[src/rtl/pipe_stage_skid.sv]
// Valid/ready pipeline register with an optional 2-entry skid buffer and synchronous flush.
// Latency 1 cycle; with SKID_EN=1 in_ready is registered and never depends on out_ready.
module pipe_stage_skid #(
  parameter int unsigned       DATA_W    = 64,
  parameter logic [DATA_W-1:0] RESET_VAL = '0,
  parameter bit                SKID_EN   = 1'b1
) (
  input  logic              clk,
  input  logic              reset,
  input  logic              flush,
  input  logic              in_valid,
  output logic              in_ready,
  input  logic [DATA_W-1:0] in_data,
  output logic              out_valid,
  input  logic              out_ready,
  output logic [DATA_W-1:0] out_data,
  output logic [1:0]        occupancy
);

  // Encoding is {main_v, skid_v}, so the valid flags are read straight off the state.
  typedef enum logic [1:0] {
    ST_EMPTY = 2'b00,
    ST_FULL  = 2'b10,
    ST_SKID  = 2'b11
  } state_e;

  state_e            state_q, state_d;
  logic [DATA_W-1:0] main_q, main_d;
  logic [DATA_W-1:0] skid_q, skid_d;
  logic              in_ready_q, in_ready_d;
  logic [1:0]        occ_q, occ_d;
  logic              main_v, in_xfer, out_xfer;

  assign main_v    = state_q[1];
  assign in_ready  = SKID_EN ? in_ready_q : (!main_v || out_ready);
  assign in_xfer   = in_valid && in_ready;
  assign out_xfer  = main_v && out_ready;

  assign out_valid = main_v;
  assign out_data  = main_q;
  assign occupancy = occ_q;

  always_comb begin
    state_d = state_q;
    main_d  = main_q;
    skid_d  = skid_q;
    if (SKID_EN) begin
      case (state_q)
        ST_EMPTY: begin
          if (in_xfer) begin
            state_d = ST_FULL;
            main_d  = in_data;
          end
        end
        ST_FULL: begin
          if (in_xfer && out_xfer) begin
            main_d = in_data;
          end else if (out_xfer) begin
            state_d = ST_EMPTY;
          end else if (in_xfer) begin
            state_d = ST_SKID;
            skid_d  = in_data;
          end
        end
        ST_SKID: begin
          if (out_xfer) begin
            state_d = ST_FULL;
            main_d  = skid_q;
          end
        end
        default: state_d = ST_EMPTY;
      endcase
    end else begin
      if (in_xfer) begin
        state_d = ST_FULL;
        main_d  = in_data;
      end else if (out_xfer) begin
        state_d = ST_EMPTY;
      end
    end
    // Flush discards held entries and any transfer accepted this cycle.
    if (flush) begin
      state_d = ST_EMPTY;
      main_d  = RESET_VAL;
    end
    in_ready_d = (state_d != ST_SKID);
    occ_d      = {1'b0, state_d[1]} + {1'b0, state_d[0]};
  end

  always_ff @(posedge clk) begin
    if (reset) begin
      state_q    <= ST_EMPTY;
      main_q     <= RESET_VAL;
      skid_q     <= RESET_VAL;
      in_ready_q <= 1'b1;
      occ_q      <= 2'd0;
    end else begin
      state_q    <= state_d;
      main_q     <= main_d;
      skid_q     <= skid_d;
      in_ready_q <= in_ready_d;
      occ_q      <= occ_d;
    end
  end

endmodule
[config.mk]
export PLATFORM = sky130hd
export DESIGN_NAME = pipe_stage_skid
export DESIGN_NICKNAME = d
export VERILOG_FILES = /design/src/rtl/pipe_stage_skid.sv
export SDC_FILE = /design/constraint.sdc
export NUM_CORES = 1
export LEC_CHECK = 0
export ABC_AREA = 1
export CELL_PAD_IN_SITES_DETAIL_PLACEMENT = 0
export CELL_PAD_IN_SITES_GLOBAL_PLACEMENT = 1
export CORE_MARGIN = 2
export CORE_UTILIZATION = 30
export CTS_CLUSTER_DIAMETER = 80
export CTS_CLUSTER_SIZE = 14
export DETAILED_ROUTE_END_ITERATION = 10
export PLACE_DENSITY_LB_ADDON = 0.1
export REMOVE_ABC_BUFFERS = 1
export SYNTH_ARGS = -nofsm -noshare
export SYNTH_HDL_FRONTEND = slang
export SYNTH_SLANG_ARGS = --single-unit
[constraint.sdc]
create_clock -name clk -period 1.6 [get_ports clk]
set_clock_uncertainty 0.15 [all_clocks]
set_input_delay 0.32 -clock clk [delete_from_list [all_inputs] [get_ports clk]]
set_output_delay 0.32 -clock clk [all_outputs]
set_load 0.02 [all_outputs]
==> results_dict.tcl, run 1 <==
set metrics [dict create \
    drc 0 \
    slew_headroom_pct 82.5 \
    worst-r2r-setup-slack_ns 0.08 \
    initial_utilization_pct 30.8 \
    critical_path_required_ns 1.13 \
    outcome "completed" \
    worst_slew_pin_slew_ns 0.259 \
    hpwlAfterDp_um 11100 \
    fillerInstances 2091 \
    path_clk_slew_ns 0.06 \
    fin_total_pwr_w 0.00889 \
    synth_area_leaders "sky130_fd_sc_hd__dfxtp_1, sky130_fd_sc_hd__nand2_1, sky130_fd_sc_hd__nor2_1" \
    total_setup_violations_reported_at_the_end_of_the_flow 0 \
    criticalPathCategory "flop to output port" \
    worst_setup_path_end_kind "output port" \
    core_area_um2 19500 \
    final_period_minus_worst_setup_slack_ns 1.56 \
    min_period_over_period_pct 97.7 \
    register_area_um2 2670 \
    placement.cell_area_um2 7810 \
    mostFrequentLayoutCell "sky130_fd_sc_hd__nand2_1" \
    post-route-worst-setup-slack_ns 0.0361 \
    synth.cell_area_um2 6000 \
    worstRegToRegCells 6 \
    worstPathBufferInverterCount 1 \
    min-delay-start "skid_q[36]$_SDFFE_PP0P_" \
    fmaxAchievable_mhz 639 \
    share_of_cells_above_drive_strength_1_pct 8.12 \
    firstDrtPassIters 5 \
    chipHeight_um 145 \
    cp_arrival_ns 1.09 \
    finalHoldViolations 0 \
    route.detailed.wl_per_inst_um 13.1 \
    grt_setup_unrepaired "false" \
    first_pass_grt_wire_length_um 28900 \
    report.final.slew_viol_count 0 \
    final_nets 1129 \
    hold_end "skid_q[36]$_SDFFE_PP0P_" \
    register_bit_count_reported_by_yosys 133 \
    clkLatencyLatePin_ns 0.41 \
    routed_wirelength_um 17600 \
    final_antenna_net_count 0 \
    place.port_buffers 136 \
    numCtsBuffers 17 \
    critPathMaxFanout 2 \
    timing.critical_path.cells "clkdlybuf4s15_2" \
    grt_pass1_vias 5459 \
    antenna_found_initial 0 \
    dieWidth_um 145 \
    crit-reg2reg-capture "occupancy[0]$_SDFF_PP0_" \
    synth.avg_cell_area_um2 6.48 \
    final_core_util_pct 43.1 \
    buffer_cell_driving_the_clock_tree_root "sky130_fd_sc_hd__clkbuf_16" \
    ys.warnings.count 0 \
    post_synthesis_to_final_layout_area_growth_pct 40.2 \
    rows 51 \
    synthesis.instances 927 \
    grt_start_max_net_pins 45 \
    yosysTopAreaCellShare_pct 44.3 \
    tritoncts_num_sinks 133 \
    synth_sequential_area_ratio_pct 44.3 \
    grt_overflow 0 \
    cp_slowest_cell "sky130_fd_sc_hd__dfxtp_1" \
    worst_path_dominant_cell_family "flip-flops" \
    dpl_worst_slack_ns -0.329 \
    final_cell_mix "sky130_fd_sc_hd__nand2_1, sky130_fd_sc_hd__nor2_1, sky130_fd_sc_hd__dfxtp_1, sky130_fd_sc_hd__inv_1, sky130_fd_sc_hd__clkdlybuf4s50_1" \
    cellPowerDensity_nw_per_um2 1060 \
    class_of_the_worst_hold_path "flop to flop" \
    clock_path_buffers 2 \
    drt-initial-drc-count 282 \
    grt_use_total_pct 16.9 \
    dr_total_vias 5723 \
    synth_cell_type_count 20 \
    floorplan.die_area_um2 21200 \
    static_leak_nw 3.99 \
    io_pins 137 \
    tritoncts "yes" \
    multiInputGateArea_um2 2690 \
    antenna_cells_inserted 0 \
    yosysTopAreaCell "sky130_fd_sc_hd__dfxtp_1" \
    r2r_start "state_q[1]$_SDFF_PP0_" \
    h-tree-depth 4 \
    ir_drop_mv 0.814 \
    timing.critical_path.from_type "flop" \
    final_design_area_no_fill_um2 8420 \
    routability_congestion_estimate 0.724 \
    avgViaCountPerCell 4.28 \
    critical-path-max-stage-delay_ns 0.40 \
    post_cts_setup_buffers 0 \
    drv.max_cap_violation_count 0 \
    worstHoldPathCells 2 \
]
area by class of cell:
type | instances | area share, %
multi-input combinational | 643 | 31.9
sequential | 133 | 31.7
timing repair buffer | 173 | 20.6
clock buffer | 20 | 5.43
inverter | 90 | 4.01
tap | 265 | 3.94
clock inverter | 12 | 2.39
worst max path at each step:
stage | start | end | slack, ns | cells past startpoint
4_1_cts | out_data[60]$_SDFFE_PP0P_ | out_data[60] | 0.0005 | 1
3_3_place_gp | in_valid | skid_q[25]$_SDFFE_PP0P_ | -0.32 | 7
5_1_grt | out_data[37]$_SDFFE_PP0P_ | out_data[37] | 0.00005 | 1
6_report | out_data[36]$_SDFFE_PP0P_ | out_data[36] | 0.04 | 1
3_5_place_dp | out_ready | occupancy[0]$_SDFF_PP0_ | -0.33 | 8
2_1_floorplan | state_q[1]$_SDFF_PP0_ | out_data[14]$_SDFFE_PP0P_ | -3.23 | 5
cell families after synthesis:
kind of cell               Yosys count  share of synthesized area [%]
AOI/OAI and AO/OA                   81                           7.42
adders and majority gates            2                          0.417
buffers and inverters              151                           11.4
DFF                                133                           44.3
and+or+nand+nor                    560                           36.5
sequential cells by signal, summed over array words and instances (netlist names):
register	flops
state_q	2
occupancy	2
out_data	64
in_ready	1
skid_q	64
Yosys cell counts:
cell type / number
sky130_fd_sc_hd__nor4_1: 1
sky130_fd_sc_hd__buf_4: 2
sky130_fd_sc_hd__ha_1: 2
sky130_fd_sc_hd__inv_2: 4
sky130_fd_sc_hd__nor3_1: 1
sky130_fd_sc_hd__or2_1: 1
sky130_fd_sc_hd__buf_1: 1
sky130_fd_sc_hd__o21ai_1: 28
sky130_fd_sc_hd__nor2_1: 245
sky130_fd_sc_hd__o21bai_1: 16
sky130_fd_sc_hd__nand3_1: 65
sky130_fd_sc_hd__buf_6: 7
sky130_fd_sc_hd__a21oi_1: 1
sky130_fd_sc_hd__buf_2: 38
sky130_fd_sc_hd__dfxtp_1: 133
sky130_fd_sc_hd__clkbuf_1: 7
sky130_fd_sc_hd__clkbuf_2: 6
sky130_fd_sc_hd__inv_1: 86
sky130_fd_sc_hd__o21ai_0: 36
sky130_fd_sc_hd__nand2_1: 247
where the power goes:
group / switching (W) / internal, W / total [W]
clock: 0.00153 / 0.00285 / 0.00438
combinational: 0.000562 / 0.000463 / 0.00102
sequential: 0.0000586 / 0.00343 / 0.00348
stage by stage:
step                      hold WS (ns)  cells  TNS, ns
final                            0.331   1336        0
after global routing             0.349   1336        0
after CTS                        0.335   1335        0
after detailed placement         0.322   1303   -36.52
after global placement           0.310   1303   -33.57
after floorplan                  0.241    866  -346.86
per-layer routing:
metal	routed length (um)	vias to the layer above	track usage, %
met4	148	0	4.56
met2	8320	97	28.0
met1	8400	2543	22.2
met5	0	-	0
li1	-	3071	-
met3	698	12	3.95
timing repair:
| item | CTS | global route |
|---|---|---|
| cloned | 0 | 1 |
| resized for setup | 82 | 26 |
| hold buffers | 0 | 0 |
| endpoints found under the setup margin | 68 | 26 |
| endpoints found under the hold margin | 0 | 0 |
Note: power is estimated with default switching activity, not from simulation.
==> run 2: changes to the inputs <==
--- a/config.mk
+++ b/config.mk
@@ -6,6 +6,7 @@
 export NUM_CORES = 1
 export LEC_CHECK = 0
 export ABC_AREA = 1
+export CAP_MARGIN = 20
 export CELL_PAD_IN_SITES_DETAIL_PLACEMENT = 0
 export CELL_PAD_IN_SITES_GLOBAL_PLACEMENT = 1
 export CORE_MARGIN = 2
==> results of run 2 <==
Same layout as run 1: the final DEF is identical, and so are final timing and power.
==> run 3: changes to the inputs <==
--- a/config.mk
+++ b/config.mk
@@ -10,7 +10,7 @@
 export CELL_PAD_IN_SITES_DETAIL_PLACEMENT = 0
 export CELL_PAD_IN_SITES_GLOBAL_PLACEMENT = 1
 export CORE_MARGIN = 2
-export CORE_UTILIZATION = 30
+export CORE_UTILIZATION = 35
 export CTS_CLUSTER_DIAMETER = 80
 export CTS_CLUSTER_SIZE = 14
 export DETAILED_ROUTE_END_ITERATION = 10
==> run 3 against run 2 <==
Against the previous run:
- clock-buffer cell count shrank 1
- non-clock buffer count increased by 4
- wire length decreased by 3.7%
==> results_dict.tcl, run 3 (synthesis gave the netlist of run 1 again) <==
set metrics [dict create \
    outcome "completed" \
    p_seq_share_pct 38.8 \
    cellPowerDensity_nw_per_um2 1050 \
    grt_pass1_vias 5440 \
    route.detailed.wl_per_inst_um 13.1 \
    worst_setup_path_end_kind "output port" \
    internal_power_w 0.00688 \
    core_area_um2 16700 \
    ir_drop_mv 0.759 \
    final_cell_mix "sky130_fd_sc_hd__nor2_1, sky130_fd_sc_hd__nand2_1, sky130_fd_sc_hd__dfxtp_1, sky130_fd_sc_hd__inv_1, sky130_fd_sc_hd__clkdlybuf4s50_1" \
    numCtsBuffers 17 \
    share_of_cells_above_drive_strength_1_pct 8.65 \
    timing.critical_path.cells "clkdlybuf4s15_1" \
    drc 0 \
    dieWidth_um 135 \
    place.port_buffers 136 \
    hold_end "skid_q[63]$_SDFFE_PP0P_" \
    clock_path_buffers 2 \
    min_period_over_period_pct 97.8 \
    worstHoldPathCells 2 \
    worstRegToRegCells 6 \
    grt_use_total_pct 19.0 \
    timing.critical_path.from_type "flop" \
    final_antenna_net_count 0 \
    critical_path_required_ns 1.13 \
    fin_total_pwr_w 0.00899 \
    whs_ns 0.332 \
    worst_slew_pin_slew_ns 0.405 \
    firstDrtPassIters 5 \
    grt_overflow 0 \
    critical-path-max-stage-delay_ns 0.36 \
    clkLatencyLatePin_ns 0.42 \
    antenna_found_initial 0 \
    final_core_util_pct 51.2 \
    tritoncts_num_sinks 133 \
    first_pass_grt_wire_length_um 27300 \
    path_clk_slew_ns 0.06 \
    cp_arrival_ns 1.09 \
    buffer_cell_driving_the_clock_tree_root "sky130_fd_sc_hd__clkbuf_16" \
    worst-r2r-setup-slack_ns 0.12 \
    rows 47 \
    grt_setup_unrepaired "true" \
    antenna_cells_inserted 0 \
    netsw_w 0.00211 \
    chipHeight_um 135 \
    total_setup_violations_reported_at_the_end_of_the_flow 0 \
    h-tree-depth 4 \
    floorplan.die_area_um2 18200 \
    r2r_start "state_q[0]$_SDFF_PP0_" \
    portion_of_total_power_attributed_to_combinational_logic_pct 11.7 \
    finalHoldViolations 0 \
    final_design_area_no_fill_um2 8540 \
    tritoncts "yes" \
    final_period_minus_worst_setup_slack_ns 1.56 \
    placement.cell_area_um2 7790 \
    post_synthesis_to_final_layout_area_growth_pct 42.3 \
    routed_wirelength_um 16900 \
    routability_congestion_estimate 0.750 \
    criticalPathCategory "flop to output port" \
    clkPwrFrac_pct 49.5 \
    fmaxAchievable_mhz 639 \
    initial_utilization_pct 36.0 \
    crit-reg2reg-capture "occupancy[0]$_SDFF_PP0_" \
    drv.max_cap_violation_count 0 \
    cp_slowest_cell "sky130_fd_sc_hd__dfxtp_1" \
    dr_total_vias 5740 \
    critPathMaxFanout 2 \
    io_pins 137 \
    worstPathBufferInverterCount 1 \
    grt_start_max_net_pins 44 \
    switching_share_pct 23.5 \
    report.final.slew_viol_count 0 \
    avgViaCountPerCell 4.43 \
    min-delay-start "skid_q[63]$_SDFFE_PP0P_" \
    hpwlAfterDp_um 10400 \
    final_nets 1133 \
    drt-initial-drc-count 244 \
    slew_headroom_pct 73.0 \
    fillerInstances 1743 \
    class_of_the_worst_hold_path "flop to flop" \
    mostFrequentLayoutCell "sky130_fd_sc_hd__nor2_1" \
    static_leak_nw 4.11 \
    worst_path_dominant_cell_family "flip-flops" \
]
## run 3: how the worst max path moves through the flow
stage | start | cells after the start | slack (ns) | end
global placement | out_ready | 8 | -0.31 | occupancy[0]$_SDFF_PP0_
global route | in_valid | 8 | -0.002 | skid_q[62]$_SDFFE_PP0P_
floorplan | state_q[1]$_SDFF_PP0_ | 5 | -3.23 | out_data[14]$_SDFFE_PP0P_
finish | out_data[34]$_SDFFE_PP0P_ | 1 | 0.04 | out_data[34]
detailed placement | out_ready | 8 | -0.31 | occupancy[0]$_SDFF_PP0_
CTS | out_data[13]$_SDFFE_PP0P_ | 1 | 0.005 | out_data[13]
## run 3: metal layers
| metal | share of wire (%) | GRT usage, % |
|---|---|---|
| met3 | 5.1 | 4.73 |
| met1 | 47 | 23.8 |
| met2 | 46 | 31.8 |
| met5 | 0 | 0 |
| met4 | 1.5 | 6.42 |
## run 3: power groups by stage
stage	registers, W	logic [W]	clock network, W
after detailed placement	0.00356	0.00108	0
after global placement	0.00356	0.00108	0
final	0.00349	0.00105	0.00445
after CTS	0.00349	0.00106	0.00455
after global routing	0.00350	0.00118	0.00468
after floorplan	0.00366	0.000449	0
## run 3: per-stage QoR
stage	setup TNS [ns]	std cells	worst slack, ns
finish	0	1295	0.0352
global route	-0.00320	1295	-0.00181
CTS	0	1292	0.00480
detailed placement	-31.70	1255	-0.314
global placement	-30.48	1255	-0.310
floorplan	-346.86	866	-3.23
## run 3: repair_timing
action / CTS / global route
endpoints found under the setup margin: 68 / 34
gates resized for setup: 79 / 21
hold buffers: 0 / 0
buffers inserted: 3 / 1
pin swaps: 0 / 1
gates cloned: 2 / 2
## run 3: final cells by class
class | instances | area, um^2 | share of cell area, %
clock buffer | 19 | 443 | 5.18
sequential | 133 | 2670 | 31.2
multi-input combinational | 643 | 2700 | 31.5
clock inverter | 13 | 229 | 2.68
tap | 220 | 275 | 3.22
inverter | 90 | 338 | 3.95
timing repair buffer | 177 | 1900 | 22.2
## run 3: worst min-delay path: cells and delay by family (launching register included)
kind,cells,cell delay (ns)
flip-flops,1,0.32
AND/OR/NAND/NOR,2,0.13
==> RTL change 1, RTL diff (settings of run 3) <==
`DATA_W`: 64 -> 60.
--- a/src/rtl/pipe_stage_skid.sv
+++ b/src/rtl/pipe_stage_skid.sv
@@ -3,3 +3,3 @@
 module pipe_stage_skid #(
-  parameter int unsigned       DATA_W    = 64,
+  parameter int unsigned       DATA_W    = 60,
   parameter logic [DATA_W-1:0] RESET_VAL = '0,
Ports: changed (resized in_data and out_data); port bits go from 137 to 129. No check against the original RTL was run, so the function may have changed too.
==> RTL change 1 against run 3 <==
Final area decreased by 8.7%; final cell count decreased by 6.3%; sequential cell count decreased by 8; hold slack got worse by 0.0010 ns; setup slack improved by 0.016 ns; routed wire length decreased by 9.3%; synthesized area decreased by 6.3%; power decreased by 7.2%.
==> RTL change 1: results (changes against run 3) <==
status finished, final reports clean (unchanged); Synth Area in Adders 0.445% (was 0.417%); Non-clock buffers 152 (was 177); Place WS -0.306 ns (was -0.314 ns); 1st-iter DRT viols 305 (was 244); Non-clock buffers, area share 19.7% (was 22.2%); Post-CTS Setup Bufs 0 (was 3); sw frac 23.8% (was 23.5%); pin count of the biggest net entering global routing 62 (was 44); Cell variety after synth 21 (was 20); Vias/cell 4.47 (was 4.43); clk cell area share 8.13% (was 7.86%); clock sinks 125 (was 133); HPWL after detailed placement 9.65 mm (was 10.4 mm); combinational fraction of design power 11.2% (was 11.7%); maximum VDD drop 0.682 mV (was 0.759 mV); R2R Path End skid_q[10] (was occupancy[0]); Post-DP Area 7220 um2 (was 7790 um2); syn_area_per_cell 6.46 um2 (was 6.48 um2); All-Layer GR Usage 18.3% (was 19.0%); Power Density 1070 nW/um2 (was 1050 nW/um2); via count 5432 (was 5740); Least-Margin Pin Slew 0.449 ns (was 0.405 ns); delay-heaviest family, CP buffers and inverters (was flip-flops); fillers 1594 (was 1743)
RTL change 1: kinds of logic (layout without fill, tap and decap cells):
family          Yosys count  in the layout
compound gates           77             77
fa+ha+maj                 2              2
buf+inv                 143            270
flops                   125            125
simple gates            524            524
RTL change 1: worst max path at each step:
stage | startpoint | to | slack, ns | cells after the start
floorplan | state_q[1] | out_data[11] | -1.96 | 5
global placement | in_valid | occupancy[0] | -0.26 | 8
finish | out_data[55] | out_data[55] | 0.05 | 1
global route | state_q[1] | skid_q[10] | -0.00005 | 7
CTS | out_data[52] | out_data[52] | 0.001 | 1
detailed placement | in_valid | occupancy[1] | -0.31 | 9
RTL change 1: timing repair:
item	in CTS	in global routing
setup endpoints to repair	64	17
pin swaps	0	0
hold buffers	0	0
gates resized for setup	74	18
RTL change 1: per-layer routing:
metal	track usage, %	part of all wire [%]
met2	29.6	48
met1	23.9	47
met4	6.95	0.36
met5	0	0
met3	4.15	4.0
==> RTL change 2, RTL diff (config.mk and constraints of run 3) <==
Without the edit above. Reset style: asynchronous (`reset`), changed in one clocked block.
--- a/src/rtl/pipe_stage_skid.sv
+++ b/src/rtl/pipe_stage_skid.sv
@@ -89,3 +89,3 @@
 
-  always_ff @(posedge clk) begin
+  always_ff @(posedge clk or posedge reset) begin
     if (reset) begin
Check against the original RTL: differs if reset is asserted again (counterexample within 4 cycles, from zero or initial values and one cycle with reset high); with reset held inactive, the same outputs for 4 cycles.
==> RTL change 2 against run 3 <==
Routed wire length increased by 26%; synthesized area rose by 6.2%; critical path depth up 11; critical endpoint is now out_data[33]; the run now ends with setup timing left; sequential cell count unchanged; fmax is 14% lower; setup slack worse by 0.26 ns; synthesized cell count down 20%; first-iteration DRC count grew 35%; highest routed layer unchanged; final area grew 16%; non-clock buffer count is 40 higher.
Power is not compared: it rests on default switching activity, and its combinational part moved more than twofold at a synthesized area within 25%.
==> RTL change 2: results (changes against run 3) <==
status finished, violations left (was finished, final reports clean); violated checks setup timing; Critical Path Start state_q[0] (was out_data[34]); Final #Nets 995 (was 1133); fillers 1603 (was 1743); Critical Path Sink out_data[33] (was out_data[34]); layout cells sized above 1 30.0% (was 8.65%); grt met1 use 25.5% (was 23.8%); synth cell count leaders nand2_1, dfrtp_1, o21ai_0 (was nand2_1, nor2_1, dfxtp_1); Least-Margin Pin Slew 0.354 ns (was 0.405 ns); Vias/cell 5.13 (was 4.43); All-Layer GR Usage 19.5% (was 19.0%); CP max-delay cell dfrtp_1 (was dfxtp_1); met2 Use GR 31.9% (was 31.8%); CP arrival 1.98 ns (was 1.09 ns); sequential share of the synthesized area 52.2% (was 44.3%); setup violators final 132 (was 0); M1 WL 9.12 mm (was 7.98 mm); Setup TNS -21.00 ns (was 0 ns); 1st-iter DRT viols 330 (was 244); Cell variety after synth 24 (was 20); placed cells 1092 (was 1255); CP Max Fanout 8 (was 2); Post-CTS Setup Bufs 5 (was 3); Final WS setup -0.229 ns (was 0.0352 ns); DR WL/cell 18.3 um (was 13.1 um); WHS 0.0673 ns (was 0.332 ns); Top FF cell, synth dfrtp_1 (was dfxtp_1); fraction of registers with async set/reset 100% (was 0%); delay-heaviest family, CP buffers and inverters (was flip-flops); HPWL after detailed placement 10.9 mm (was 10.4 mm); R2R depth 12 (was 6); Post-DP Area 8140 um2 (was 7790 um2); Worst path max stage delay 0.38 ns (was 0.36 ns); WL met2 10.6 mm (was 7.83 mm); pin count of the biggest net entering global routing 42 (was 44); routability cong. 0.824 (was 0.750); Compound-Gate Fraction of Synth Area 10.6% (was 7.42%); M3 GR Usage 3.87% (was 4.73%); area used by multi-input combinational logic 2910 um2 (was 2700 um2); post-cts repair resize count 168 (was 79); Place WS -0.391 ns (was -0.314 ns); worst min-delay path class in2async (was reg2reg)
-- RTL change 2: changes by cell type in the layout (fill, tap and decap cells not counted), sizes merged, moves of 34 or more --
| cell | change |
|---|---|
| dlygate4sd2 | -45 |
| clkbuf | +42 |
| nor2 | -185 |
| dfrtp | +132 |
| nand4 | +64 |
| buf | +34 |
| nand2 | -99 |
| dfxtp | -133 |
| a21oi | +57 |
-- RTL change 2: area by class of cell --
| type | instances | area share (%) |
|---|---|---|
| inverters | 72 | 2.80 |
| well taps | 229 | 2.89 |
| multi-input cells | 479 | 29.3 |
| clock buffers | 24 | 5.06 |
| flip-flops and latches | 133 | 33.6 |
| clock inverters | 8 | 0.972 |
| repair buffers | 217 | 25.3 |
-- RTL change 2: kinds of logic after synthesis --
logic type / count (synthesis)
AOI/OAI and AO/OA: 133
and+or+nand+nor: 338
DFF: 133
buffers and inverters: 134
adders and majority gates: 6
